<file path="src/rtl/bram_scan_ctrl_if.sv">
// ---------------------------------------------------------------------------
// bram_scan_ctrl_if
// Groups every non-clock/reset signal of the BRAM scan controller.
//   master : the scan controller (drives BRAM reads, sample stream, status)
//   slave  : the environment (system FSM, loader, BRAM, detector core)
// Signals:
//   start, load_active         : system FSM level request / loader activity
//   bram_rd_en, bram_rd_addr   : BRAM read strobe and address
//   bram_rd_data               : BRAM data, valid one cycle after the strobe
//   smp_valid/ready/data/idx/last : sample stream towards the detector core
//   busy, done, abort          : scan status and one-cycle event pulses
// ---------------------------------------------------------------------------
interface bram_scan_ctrl_if #(
  parameter int ADDR_W = 10,
  parameter int DATA_W = 16
) ();

  logic              start;
  logic              load_active;
  logic              bram_rd_en;
  logic [ADDR_W-1:0] bram_rd_addr;
  logic [DATA_W-1:0] bram_rd_data;
  logic              smp_valid;
  logic              smp_ready;
  logic [DATA_W-1:0] smp_data;
  logic [ADDR_W-1:0] smp_idx;
  logic              smp_last;
  logic              busy;
  logic              done;
  logic              abort;

  modport master (
    input  start, load_active, bram_rd_data, smp_ready,
    output bram_rd_en, bram_rd_addr, smp_valid, smp_data, smp_idx, smp_last,
           busy, done, abort
  );

  modport slave (
    output start, load_active, bram_rd_data, smp_ready,
    input  bram_rd_en, bram_rd_addr, smp_valid, smp_data, smp_idx, smp_last,
           busy, done, abort
  );

endinterface

</file>
<file path="src/rtl/bram_scan_ctrl.sv">
// ---------------------------------------------------------------------------
// bram_scan_ctrl
// Reads SAMPLE_CNT samples out of a BRAM (addresses 0..SAMPLE_CNT-1) once per
// rising edge of start and streams them to the detector core through a
// 2-entry skid FIFO with valid/ready flow control.
// Ports:
//   clk  : system clock, rising edge
//   rstn : synchronous active-low reset
//   bus  : bram_scan_ctrl_if master modport (BRAM read port, sample stream,
//          start/load_active requests, busy/done/abort status)
// ---------------------------------------------------------------------------
module bram_scan_ctrl #(
  parameter int ADDR_W     = 10,
  parameter int DATA_W     = 16,
  parameter int SAMPLE_CNT = 1024
) (
  input  logic             clk,
  input  logic             rstn,
  bram_scan_ctrl_if.master bus
);

  typedef enum logic [1:0] {IDLE, SCAN, DRAIN, HOLD} state_e;

  localparam logic [ADDR_W-1:0] LAST_ADDR = ADDR_W'(SAMPLE_CNT - 1);

  state_e            state_q, state_d;
  logic              start_q, start_d;
  logic              armed_q, armed_d;
  logic [ADDR_W-1:0] addr_q, addr_d;
  logic              inFlight_q, inFlight_d;
  logic [ADDR_W-1:0] inFlightIdx_q, inFlightIdx_d;
  logic [DATA_W-1:0] fifoData_q [2];
  logic [DATA_W-1:0] fifoData_d [2];
  logic [ADDR_W-1:0] fifoIdx_q [2];
  logic [ADDR_W-1:0] fifoIdx_d [2];
  logic              wrPtr_q, wrPtr_d;
  logic              rdPtr_q, rdPtr_d;
  logic [1:0]        count_q, count_d;
  logic              done_q, done_d;
  logic              abort_q, abort_d;

  logic              smpValid;
  logic              pop;
  logic              lastXfer;
  logic              cancel;
  logic              startEdge;
  logic              rdEn;
  logic [2:0]        occAfterPop;

  // A start that is already high when reset is released must not count as a
  // rising edge, so edges are only honoured after start has been seen low.
  assign startEdge = bus.start && !start_q && armed_q;

  assign smpValid  = (count_q != 2'd0);
  assign pop       = smpValid && bus.smp_ready;

  // The last sample leaving in DRAIN wins over a simultaneous cancel request.
  assign lastXfer  = (state_q == DRAIN) && pop && (fifoIdx_q[rdPtr_q] == LAST_ADDR);
  assign cancel    = ((state_q == SCAN) || (state_q == DRAIN)) &&
                     (!bus.start || bus.load_active) && !lastXfer;

  // Slots that stay committed after this cycle's pop: queued samples plus the
  // read whose data is arriving now. A new read needs one free slot.
  assign occAfterPop = {1'b0, count_q} + {2'b00, inFlight_q} - {2'b00, pop};

  assign bus.bram_rd_en   = rdEn;
  assign bus.bram_rd_addr = addr_q;
  assign bus.smp_valid    = smpValid;
  assign bus.smp_data     = fifoData_q[rdPtr_q];
  assign bus.smp_idx      = fifoIdx_q[rdPtr_q];
  assign bus.smp_last     = smpValid && (fifoIdx_q[rdPtr_q] == LAST_ADDR);
  assign bus.busy         = (state_q == SCAN) || (state_q == DRAIN);
  assign bus.done         = done_q;
  assign bus.abort        = abort_q;

  // Next-state logic: scan FSM, read issue, address counter and skid FIFO.
  always_comb begin
    state_d       = state_q;
    start_d       = bus.start;
    armed_d       = armed_q || !bus.start;
    addr_d        = addr_q;
    inFlight_d    = 1'b0;
    inFlightIdx_d = inFlightIdx_q;
    fifoData_d    = fifoData_q;
    fifoIdx_d     = fifoIdx_q;
    wrPtr_d       = wrPtr_q;
    rdPtr_d       = rdPtr_q;
    count_d       = count_q;
    done_d        = 1'b0;
    abort_d       = 1'b0;
    rdEn          = 1'b0;

    rdEn = (state_q == SCAN) && !cancel && (occAfterPop < 3'd2);

    if (rdEn) begin
      inFlight_d    = 1'b1;
      inFlightIdx_d = addr_q;
    end

    case (state_q)
      IDLE: begin
        if (startEdge && !bus.load_active) begin
          state_d = SCAN;
          addr_d  = '0;
        end
      end
      SCAN: begin
        if (cancel) begin
          state_d = IDLE;
          abort_d = 1'b1;
        end else if (rdEn) begin
          // Stop at the last address instead of wrapping; it is then held.
          if (addr_q == LAST_ADDR) begin
            state_d = DRAIN;
          end else begin
            addr_d = addr_q + ADDR_W'(1);
          end
        end
      end
      DRAIN: begin
        if (lastXfer) begin
          state_d = HOLD;
          done_d  = 1'b1;
        end else if (cancel) begin
          state_d = IDLE;
          abort_d = 1'b1;
        end
      end
      HOLD: begin
        if (!bus.start) begin
          state_d = IDLE;
        end
      end
      default: state_d = IDLE;
    endcase

    // A cancel empties the FIFO and discards the read data arriving this cycle.
    if (cancel) begin
      wrPtr_d    = 1'b0;
      rdPtr_d    = 1'b0;
      count_d    = 2'd0;
      inFlight_d = 1'b0;
    end else begin
      if (inFlight_q) begin
        fifoData_d[wrPtr_q] = bus.bram_rd_data;
        fifoIdx_d[wrPtr_q]  = inFlightIdx_q;
        wrPtr_d             = !wrPtr_q;
      end
      if (pop) begin
        rdPtr_d = !rdPtr_q;
      end
      count_d = count_q + {1'b0, inFlight_q} - {1'b0, pop};
    end
  end

  // State register with synchronous active-low reset.
  always_ff @(posedge clk) begin
    if (!rstn) begin
      state_q       <= IDLE;
      start_q       <= 1'b0;
      armed_q       <= 1'b0;
      addr_q        <= '0;
      inFlight_q    <= 1'b0;
      inFlightIdx_q <= '0;
      fifoData_q    <= '{default: '0};
      fifoIdx_q     <= '{default: '0};
      wrPtr_q       <= 1'b0;
      rdPtr_q       <= 1'b0;
      count_q       <= 2'd0;
      done_q        <= 1'b0;
      abort_q       <= 1'b0;
    end else begin
      state_q       <= state_d;
      start_q       <= start_d;
      armed_q       <= armed_d;
      addr_q        <= addr_d;
      inFlight_q    <= inFlight_d;
      inFlightIdx_q <= inFlightIdx_d;
      fifoData_q    <= fifoData_d;
      fifoIdx_q     <= fifoIdx_d;
      wrPtr_q       <= wrPtr_d;
      rdPtr_q       <= rdPtr_d;
      count_q       <= count_d;
      done_q        <= done_d;
      abort_q       <= abort_d;
    end
  end

endmodule

</file>
<file path="src/flat_wrapper.sv">
// flat-port wrapper written by rule: the top's interface ports become plain ports
module bram_scan_ctrl_flat 
#(
  parameter int ADDR_W     = 10,
  parameter int DATA_W     = 16,
  parameter int SAMPLE_CNT = 1024
)
  (clk, rstn, bus_start, bus_load_active, bus_bram_rd_data, bus_smp_ready, bus_bram_rd_en, bus_bram_rd_addr, bus_smp_valid, bus_smp_data, bus_smp_idx, bus_smp_last, bus_busy, bus_done, bus_abort);
  bram_scan_ctrl_if #(.ADDR_W(ADDR_W), .DATA_W(DATA_W)) bus_i ();
  input  logic clk;
  input  logic rstn;
  input wire logic [$bits(bus_i.start)-1:0] bus_start;
  input wire logic [$bits(bus_i.load_active)-1:0] bus_load_active;
  input wire logic [$bits(bus_i.bram_rd_data)-1:0] bus_bram_rd_data;
  input wire logic [$bits(bus_i.smp_ready)-1:0] bus_smp_ready;
  output wire logic [$bits(bus_i.bram_rd_en)-1:0] bus_bram_rd_en;
  output wire logic [$bits(bus_i.bram_rd_addr)-1:0] bus_bram_rd_addr;
  output wire logic [$bits(bus_i.smp_valid)-1:0] bus_smp_valid;
  output wire logic [$bits(bus_i.smp_data)-1:0] bus_smp_data;
  output wire logic [$bits(bus_i.smp_idx)-1:0] bus_smp_idx;
  output wire logic [$bits(bus_i.smp_last)-1:0] bus_smp_last;
  output wire logic [$bits(bus_i.busy)-1:0] bus_busy;
  output wire logic [$bits(bus_i.done)-1:0] bus_done;
  output wire logic [$bits(bus_i.abort)-1:0] bus_abort;
  assign bus_i.start = bus_start;
  assign bus_i.load_active = bus_load_active;
  assign bus_i.bram_rd_data = bus_bram_rd_data;
  assign bus_i.smp_ready = bus_smp_ready;
  assign bus_bram_rd_en = bus_i.bram_rd_en;
  assign bus_bram_rd_addr = bus_i.bram_rd_addr;
  assign bus_smp_valid = bus_i.smp_valid;
  assign bus_smp_data = bus_i.smp_data;
  assign bus_smp_idx = bus_i.smp_idx;
  assign bus_smp_last = bus_i.smp_last;
  assign bus_busy = bus_i.busy;
  assign bus_done = bus_i.done;
  assign bus_abort = bus_i.abort;
  bram_scan_ctrl #(.ADDR_W(ADDR_W), .DATA_W(DATA_W), .SAMPLE_CNT(SAMPLE_CNT)) u_core (.clk(clk), .rstn(rstn), .bus(bus_i));
endmodule
</file>
<file path="config.mk">
export PLATFORM = sky130hd
export DESIGN_NAME = bram_scan_ctrl_flat
export DESIGN_NICKNAME = d
export VERILOG_FILES = /design/src/rtl/bram_scan_ctrl_if.sv /design/src/rtl/bram_scan_ctrl.sv /design/src/flat_wrapper.sv
export SDC_FILE = /design/constraint.sdc
export NUM_CORES = 1
export LEC_CHECK = 0
export BUFFER_PORTS_ARGS = -buffer_cell sky130_fd_sc_hd__buf_2
export CORE_ASPECT_RATIO = 1.1
export CORE_MARGIN = 3
export CORE_UTILIZATION = 49
export CTS_BUF_LIST = sky130_fd_sc_hd__clkbuf_8
export DETAILED_ROUTE_END_ITERATION = 10
export GPL_ROUTABILITY_DRIVEN = 0
export PLACE_DENSITY = 0.71
export SETUP_SLACK_MARGIN = 0.4
export SLEW_MARGIN = 10
export SYNTH_ARGS = -nofsm -noshare
export SYNTH_HDL_FRONTEND = slang
export SYNTH_SLANG_ARGS = --single-unit
</file>
<file path="constraint.sdc">
create_clock -name clk -period 3.8 [get_ports clk]
set_input_delay 0 -clock clk [delete_from_list [all_inputs] [get_ports clk]]
set_output_delay 0 -clock clk [all_outputs]
set_load 0.1 [all_outputs]
</file>
* Yosys cells after proc, flatten, opt, wreduce, memory -nomap -nowiden
Cells that the tools add are included.
Storage, ports and cells: register bits 83, logic and storage cells 101, input bits 21, output and inout port bits 42
Operators by class: equality and inequality tests 13, add/subtract/negate cells 5, bitwise gates (word level) 4, reductions and logical operators 30, $lt $le $gt $ge 4, multiplexer cells 30
Operator list (number):
- $mux 10 | 8
- $mux 16 | 4
- $bwmux 32 | 1
- $bwmux 20 | 1
- $eq 10x10->1 const B | 2
- $pmux 10 s2 | 1
- $demux 16 s1 | 1
- $mux 2 | 7
- $logic_and 1x1->1 | 12
- $add 10x1->10 const B | 1
- $demux 10 s1 | 1
- $reduce_and 5->1 | 2
- $ne 2x2->1 const B | 4
- $pmux 2 s4 | 1
- $logic_not 1->1 | 7
- $ne 3x2->1 const B | 2
- $eq 2x2->1 const B | 2
- $ge 2x2->1 const B | 2
- $mux 1 | 4
- $not 1->2 | 2
- $reduce_and 2->1 | 2
- $reduce_bool 2->1 | 2
- $add 2x1->3 | 1
- $logic_or 1x1->1 | 3
- other kinds (12) | 13

* Longest topological paths before layout
Gate-level depths: netlist of run 1.
depth after elaboration 14, gate-level depth with buffers 14, depth with buffers taken out 13

* Worst setup path before layout of run 1
No wires, ideal clock.
kind register to output, start reg u_core.count_q[1], end out bus_bram_rd_en, buffers on the path 1, data arrival time 4.093 ns, setup slack -0.293 ns, stages on the path, launching flop included 14, required time 3.800 ns, cells stage by stage dfxtp_1 nor2_1 inv_1 and2_1 ha_1 inv_1 ha_1 inv_1 fa_1 xnor2_1 and2_1 nand2_1 clkbuf_1 nor2_1
Between the ends: longest elaborated chain between the ends 9, elaborated cells between the ends (all ways) 12, those cells by class add/sub (2); order compare (1); reduce/logical (9)
RTL lines:
- start, declared | line bram_scan_ctrl.sv:38 | logic [1:0] count_q, count_d;
- start signal, assigned | line bram_scan_ctrl.sv:183 | count_q <= count_d;
- $reduce_bool 2->1 * | line bram_scan_ctrl.sv:54 | assign smpValid = (count_q != 2'd0);
- named net bus_smp_valid | line flat_wrapper.sv:18 | output wire logic [$bits(bus_i.smp_valid)-1:0] bus_smp_valid;
- $logic_and 1x1->1 * | line bram_scan_ctrl.sv:55 | assign pop = smpValid && bus.smp_ready;
- named net u_core.pop | line bram_scan_ctrl.sv:43 | logic pop;
- branches (longest 6 deep; another with $sub 3x1->3)
- $logic_and 1x1->1 * | line bram_scan_ctrl.sv:93 | rdEn = (state_q == SCAN) && !cancel && (occAfterPop < 3'd2);
- end, declared | line flat_wrapper.sv:16 | output wire logic [$bits(bus_i.bram_rd_en)-1:0] bus_bram_rd_en;
Mark *: on every way through the listed nets, which the timed path passes.

* Worst setup path in the final report of run 1
start reg u_core.count_q[1], end out bus_bram_rd_en
Between the ends: longest elaborated chain between the ends 9, elaborated cells between the ends (all ways) 12, those cells by class add/sub (2); order compare (1); reduce/logical (9)
RTL lines (line):
- $reduce_bool 2->1 * | bram_scan_ctrl.sv:54
- $logic_and 1x1->1 * | bram_scan_ctrl.sv:55
- named net u_core.pop | bram_scan_ctrl.sv:43
- branches (longest 6 deep; another with $sub 3x1->3)
- $logic_and 1x1->1 * | bram_scan_ctrl.sv:93
Marked as above.

==> results.json, run 1 <==
{
  "worst_pin_slew_ns": 0.930,
  "cp_max_fo": 11,
  "io-pin-count": 63,
  "synth_seq_cells": 83,
  "clock_latency_ns": 0.35,
  "diodes": 0,
  "skew_ns": 0.00686,
  "multi_input_area_um2": 1980,
  "path_delay_family": "simple AND/OR/NAND/NOR gates",
  "synth-async-reset-ratio_pct": 0,
  "nets": 526,
  "p_leak_nw": 1.83,
  "synth-simple-area-share_pct": 22.1,
  "crit_arrival_ns": 3.14,
  "routed_wl_mm": 8.88,
  "synth_top_family_by_area": "simple AND/OR/NAND/NOR gates",
  "drt-pass1-iter-count": 4,
  "grtUsageTotal_pct": 20.9,
  "rows": 32,
  "finalHoldViolCount": 0,
  "cp-end-kind": "output pin",
  "cts_tree": "done",
  "rsz0062_at_grt": "no",
  "drv_cap": 0,
  "slowest_stage": "fa_1",
  "area_delta_synth_final_pct": 20.1,
  "rrSetupSlack_ns": 0.69,
  "switching_share_pct": 38.6,
  "finalSetupViolCount": 0,
  "synth_edf_count": 0,
  "io_buffers": 62,
  "drive_gt1_share_pct": 24.5,
  "cts_setup_buffers": 0,
  "die-area_um2": 8750,
  "powerDensity_nw_per_um2": 518,
  "combPwrFrac_pct": 32.6,
  "path_cells": "nor2_2, clkinvlp_4, and2_4, ha_1, inv_1, ha_1, inv_1, fa_1, xnor2_1, and2_1, nand2_2, nor2_4, buf_4",
  "worstHoldPathCells": 4,
  "outcome": "finished clean",
  "sequentialPowerShare_pct": 40.6,
  "regArea_um2": 1660,
  "clk_pin_slew_ns": 0.08,
  "syn_nets": 463,
  "routedWlPerCell_um": 15.1,
  "core_um2": 7210,
  "clk_path_buf_depth": 2,
  "die_w_um": 89.5,
  "p_clk_share_pct": 26.8,
  "critPathLaunchType": "flip-flop",
  "p_int_mw": 1.44,
  "ys_types": 49,
  "fin_tns_setup_ns": 0,
  "timing_worst_setup_path_type": "reg2out",
  "cts_buffers": 9,
  "antenna_found_initial": 0,
  "fmax_mhz": 318,
  "ys_warn_count": 0,
  "ys_seq_area_share_pct": 44.3,
  "cts_sinks": 83,
  "hold_slack_ns": 0.0732,
  "crit_cells": 13,
  "synthesis.area_um2": 3750,
  "vias": 3354,
  "grt_pass1_vias": 3181,
  "timing.final.crit_share_pct": 82.7,
  "synth_xor_area_share_pct": 0.933,
  "maxSlewViolCount": 0,
  "fillCellCount": 619,
  "crit_buf_inv": 4,
  "synth_compound_area_share_pct": 17.1,
  "antenna_left": 0,
  "syn_inst": 434,
  "cpPeakStageDelay_ns": 0.43,
  "synth_mux_area_share_pct": 8.07,
  "grt_max_degree": 55,
  "final_cell_mix": "dfxtp_1, nand3_1, o21ai_0, buf_2, nand2_1",
  "syn_avg_cell_area_um2": 8.65,
  "irDropWorstVdd_mv": 0.253,
  "power.switching_mw": 0.900,
  "final_common_cell": "dfxtp_1",
  "place_hpwl_mm": 5.88,
  "ctsRootBufferMaster": "clkbuf_8",
  "post-route-min-period_ns": 3.14,
  "viasPerCell": 5.71,
  "cp_data_required_time_ns": 3.80,
  "grt-ovfl-total": 0,
  "rr_worst_depth": 13,
  "start_util_pct": 52.1,
  "synth-adder-area-share_pct": 2.87,
  "grt_pass1_wl_mm": 14.7,
  "synthFlopType": "dfxtp_1",
  "cts.htree.levels": 3,
  "drt-initial-drc-count": 140,
  "die_height_um": 97.8,
  "hold_path.class": "in2reg",
  "drcViolationCount": 0,
  "slew-limit-headroom_pct": 37.3
}
## logic make-up (layout without fill, tap and decap cells)
family          Yosys count  in the layout
compound gates          105            105
xor+xnor                  4              4
fa+ha+maj                 8              8
buf+inv                  43            111
flops                    83             83
mux                      27             27
simple gates            164            164
## final cells by class
cell class	count	share of cell area (%)
sequential	83	36.9
timing repair buffer	85	11.7
clock buffer	10	3.05
multi-input combinational	308	43.8
tap	85	2.36
inverter	10	0.916
clock inverter	6	1.25
## stage by stage
| stage | area (µm²) | util, % | cells | setup WS (ns) | total power [mW] |
|---|---|---|---|---|---|
| finish | 4510 | 62.5 | 587 | 0.656 | 2.34 |
| floorplan | 3770 | - | 434 | 0.419 | 1.58 |
| detailed placement | 4140 | 57.4 | 554 | 0.650 | 1.71 |
| CTS | 4500 | 62.4 | 587 | 0.423 | 2.34 |
| global placement | 4140 | 57.4 | 554 | 0.762 | 1.69 |
| global route | 4510 | 62.5 | 587 | 0.441 | 2.45 |
## registers in the layout, summed over array words and instances (netlist names)
signal / cells
u_core.fifoData_q: 32
u_core.rdPtr_q: 1
u_core.inFlightIdx_q: 10
u_core.wrPtr_q: 1
u_core.start_q: 1
u_core.state_q: 2
u_core.fifoIdx_q: 20
u_core.count_q: 2
u_core.bus.done: 1
u_core.bus.bram_rd_addr: 10
u_core.armed_q: 1
u_core.inFlight_q: 1
u_core.bus.abort: 1
## tightest hold or removal path, delay by kind of cell
family | cells | cell delay [ns]
buffers and inverters | 1 | 0.10
AND/OR/NAND/NOR | 2 | 0.22
XOR/XNOR | 1 | 0.06
## power groups by stage
stage | sequential (mW) | clock (mW) | combinational [mW]
after floorplan | 0.964 | 0 | 0.611
after global placement | 0.964 | 0 | 0.724
after detailed placement | 0.968 | 0 | 0.738
after CTS | 0.948 | 0.637 | 0.752
after global routing | 0.954 | 0.673 | 0.818
final | 0.948 | 0.626 | 0.761
## cell usage after synthesis, types with 4 or more instances
master / count / area share, %
dfxtp_1: 83 / 44
a21boi_0: 10 / 2.0
and2_1: 5 / 0.83
nand2_1: 42 / 4.2
clkbuf_1: 22 / 2.2
inv_1: 10 / 1.0
or3_1: 4 / 0.67
mux2_2: 26 / 7.8
nor3_1: 4 / 0.53
nand3_1: 73 / 9.7
ha_1: 7 / 2.3
o21ai_0: 66 / 8.8
o31a_1: 4 / 0.93
nand4_1: 7 / 1.2
nor2_1: 11 / 1.1
and3_1: 8 / 1.3
buf_2: 9 / 1.2
## path summary, 6_finish.rpt
path,start,endpoint
setup / recovery,u_core.count_q[1],bus_bram_rd_en
setup reg to reg,u_core.count_q[1],u_core.state_q[1]
hold / removal,bus_smp_ready,u_core.rdPtr_q
hold reg to reg,u_core.fifoData_q[15],u_core.fifoData_q[15]
## per-layer routing
layer,wire [µm],vias up,global-route usage [%]
met5,0,-,0
met3,339,11,4.64
met2,4320,69,34.0
met1,4100,1577,26.9
met4,117,0,7.56
li1,-,1697,-
## repair_timing
item,in CTS,in global routing
hold endpoints to repair,34,0
resized for setup,0,4
hold buffers,17,0
setup endpoints to repair,0,3
Power figures use the tool's default switching activity.
==> inputs of run 2 (changes only) <==
--- a/config.mk
+++ b/config.mk
@@ -5,6 +5,7 @@
 export SDC_FILE = /design/constraint.sdc
 export NUM_CORES = 1
 export LEC_CHECK = 0
+export ABC_AREA = 1
 export BUFFER_PORTS_ARGS = -buffer_cell sky130_fd_sc_hd__buf_2
 export CORE_ASPECT_RATIO = 1.1
 export CORE_MARGIN = 3
==> constraint.sdc (replaced) <==
create_clock -name clk -period 3 [get_ports clk]
set_input_delay 0 -clock clk [delete_from_list [all_inputs] [get_ports clk]]
set_output_delay 0 -clock clk [all_outputs]
set_load 0.1 [all_outputs]
==> run 2 against run 1 <==
  * Global-route usage grew 0.83 points
  * Critical path type unchanged
  * Synthesized cell count up 22%
  * Utilization increased by 2.6 points
  * Clock power grew 20%
  * Combinational power grew to 3.6 times the previous value
  * Via count rose by 8.0%
  * Register-to-register slack lost 0.18 ns
  * Clock-buffer cell count is 2 higher
  * Synthesized area is 0.43% higher
  * Die area up 0.41%
  * Critical endpoint unchanged
  * Setup slack got worse by 0.18 ns
==> results.json, run 2 <==
{
  "fmax_mhz": 396,
  "timing.final.crit_share_pct": 84.1,
  "netlist_top_cells_count": "nand2_1, dfxtp_1, nor2_1",
  "cp_data_required_time_ns": 3.00,
  "viasPerCell": 5.02,
  "synth_area_leaders": "dfxtp_1, o21ai_0, nand2_1",
  "cp-end-kind": "output pin",
  "crit_cells": 14,
  "post-route-min-period_ns": 2.52,
  "reg_top3": "u_core.fifoData_q x32, u_core.fifoIdx_q x20",
  "antenna_found_initial": 0,
  "top_register": "u_core.fifoData_q",
  "rows": 32,
  "worst_slack_ns": 0.476,
  "fin_cells": 721,
  "fin_area_um2": 4720,
  "drv_cap": 0,
  "synth_top_area_share_pct": 44.1,
  "drt-initial-drc-count": 239,
  "final_cell_mix": "nand2_1, dfxtp_1, nor2_1, o21ai_0, buf_2",
  "finalSetupViolCount": 0,
  "maxSlewViolCount": 0,
  "grtUsageTotal_pct": 21.8,
  "nets": 643,
  "critPathLaunchType": "flip-flop",
  "syn_inst": 531,
  "dpl_cell_area_um2": 4200,
  "r2r_start": "u_core.count_q[0]",
  "timing_worst_setup_path_type": "reg2out",
  "finalHoldViolCount": 0,
  "syn_nets": 560,
  "total_power_mw": 5.01,
  "die_w_um": 89.6,
  "grt_pass1_vias": 3338,
  "placed_cells_incl_taps": 676,
  "synth_edf_count": 0,
  "rr_worst_depth": 17,
  "area_delta_synth_final_pct": 25.2,
  "fin_tns_setup_ns": 0,
  "slew-limit-headroom_pct": 65.2,
  "grt-ovfl-total": 0,
  "clk_pin_slew_ns": 0.08,
  "path_cells": "inv_4, nand2_8, nand2_4, inv_4, ha_4, inv_2, ha_4, inv_2, fa_1, nand2_2, nor2_4, nand3_4, inv_8, buf_12",
  "synth_top_area_cell": "dfxtp_1",
  "path_delay_family": "adder cells",
  "p_leak_nw": 2.08,
  "cp_max_fo": 3,
  "powerDensity_nw_per_um2": 1060,
  "io_buffers": 62,
  "io-pin-count": 63,
  "outcome": "finished clean",
  "die_height_um": 98.0,
  "synth-async-reset-ratio_pct": 0,
  "hold_path.class": "in2reg",
  "fin_util_pct": 65.1,
  "syn_avg_cell_area_um2": 7.10,
  "grt_max_degree": 48,
  "rsz0062_at_grt": "no",
  "final_common_cell": "nand2_1",
  "ys_types": 29,
  "grt_pass1_wl_mm": 15.3,
  "drt-pass1-iter-count": 7,
  "place_hpwl_mm": 5.99,
  "ys_warn_count": 0,
  "synthesis.area_um2": 3770,
  "routed_wl_mm": 8.97,
  "start_util_pct": 52.0,
  "vias": 3623,
  "worst_pin_slew_ns": 0.522,
  "cpPeakStageDelay_ns": 0.52,
  "cts_buffers": 9,
  "crit_path_start": "u_core.count_q[0]",
  "die-area_um2": 8780,
  "crit_arrival_ns": 2.52,
  "synth_seq_cells": 83,
  "worstHoldPathCells": 3,
  "clk_path_buf_depth": 2,
  "hold_slack_ns": 0.0939,
  "cts.htree.levels": 3,
  "largest_reg_flops": 32,
  "min_from": "rstn",
  "irDropWorstVdd_mv": 0.722,
  "cts_sinks": 83,
  "skew_ns": 0.00634,
  "synthFlopType": "dfxtp_1",
  "synth_most_common_cell": "nand2_1",
  "ctsRootBufferMaster": "clkbuf_8",
  "drcViolationCount": 0,
  "diodes": 0,
  "routedWlPerCell_um": 12.4,
  "ys_seq_area_share_pct": 44.1,
  "clock_latency_ns": 0.34,
  "slowest_stage": "fa_1",
  "place_ws_ns": 0.261,
  "drive_gt1_share_pct": 21.2,
  "antenna_left": 0,
  "crit_buf_inv": 6,
  "fillCellCount": 629,
  "cts_tree": "done",
  "core_um2": 7250
}
## run 2: cell types whose count changed after synthesis, sizes merged, moves of 17 or more
cell   previous run  this run
nor2             11        78
inv              10        66
nand3            73        23
nand2            42        91
a21oi             2        42
mux2             26         0
o21ai            66        83
## run 2: tightest hold or removal path: stages
cell and delay [ns]:
buf_2 0.25, nand2_1 0.12, inv_1 0.03
## run 2: path summary, 6_finish.rpt
path	endpoint	slack, ns
worst max register to register	u_core.bus.bram_rd_addr[3]	0.51
worst min-delay path	u_core.start_q	0.09
worst max-delay path	bus_bram_rd_en	0.48
worst min register to register	u_core.fifoData_q[20]	0.45
## run 2: area by class of cell
type,count,area (µm²),area share (%)
Clock inverter,4,25.0,0.530
Timing Repair Buffer,99,646,13.7
Clock buffer,12,165,3.50
Inverter,67,267,5.65
Multi-Input combinational cell,354,1830,38.7
Tap cell,102,128,2.70
Sequential cell,83,1670,35.3
## run 2: metal layers
| metal | up-vias | global-route usage (%) | routed length (µm) |
|---|---|---|---|
| met3 | 16 | 4.64 | 507 |
| met4 | 0 | 6.41 | 156 |
| met2 | 114 | 33.6 | 4080 |
| li1 | 1886 | - | - |
| met1 | 1607 | 30.3 | 4220 |
| met5 | - | 0 | 0 |
## run 2: timing repair
item                                    4_1_cts  5_1_grt
resized for setup                            16        5
setup buffers                                 7        4
endpoints found under the hold margin        34        0
hold buffers                                 17        0
endpoints found under the setup margin       22       76
pin swaps                                     4        4
cloned                                        0        1
## run 2: power by group
| group | total [mW] | switching (mW) | internal (mW) | leakage, nW |
|---|---|---|---|---|
| clock network | 0.749 | 0.383 | 0.366 | 0.0998 |
| logic | 2.75 | 2.09 | 0.657 | 1.30 |
| registers | 1.51 | 0.182 | 1.33 | 0.675 |
| total | 5.01 | 2.66 | 2.35 | 2.08 |
## run 2: cells by family after synthesis
group / after synthesis / share of synthesized area (%)
DFF: 83 / 44.1
buffers and inverters: 95 / 10.2
and+or+nand+nor: 216 / 25.6
adders and majority gates: 8 / 2.85
AOI/OAI and AO/OA: 129 / 17.3
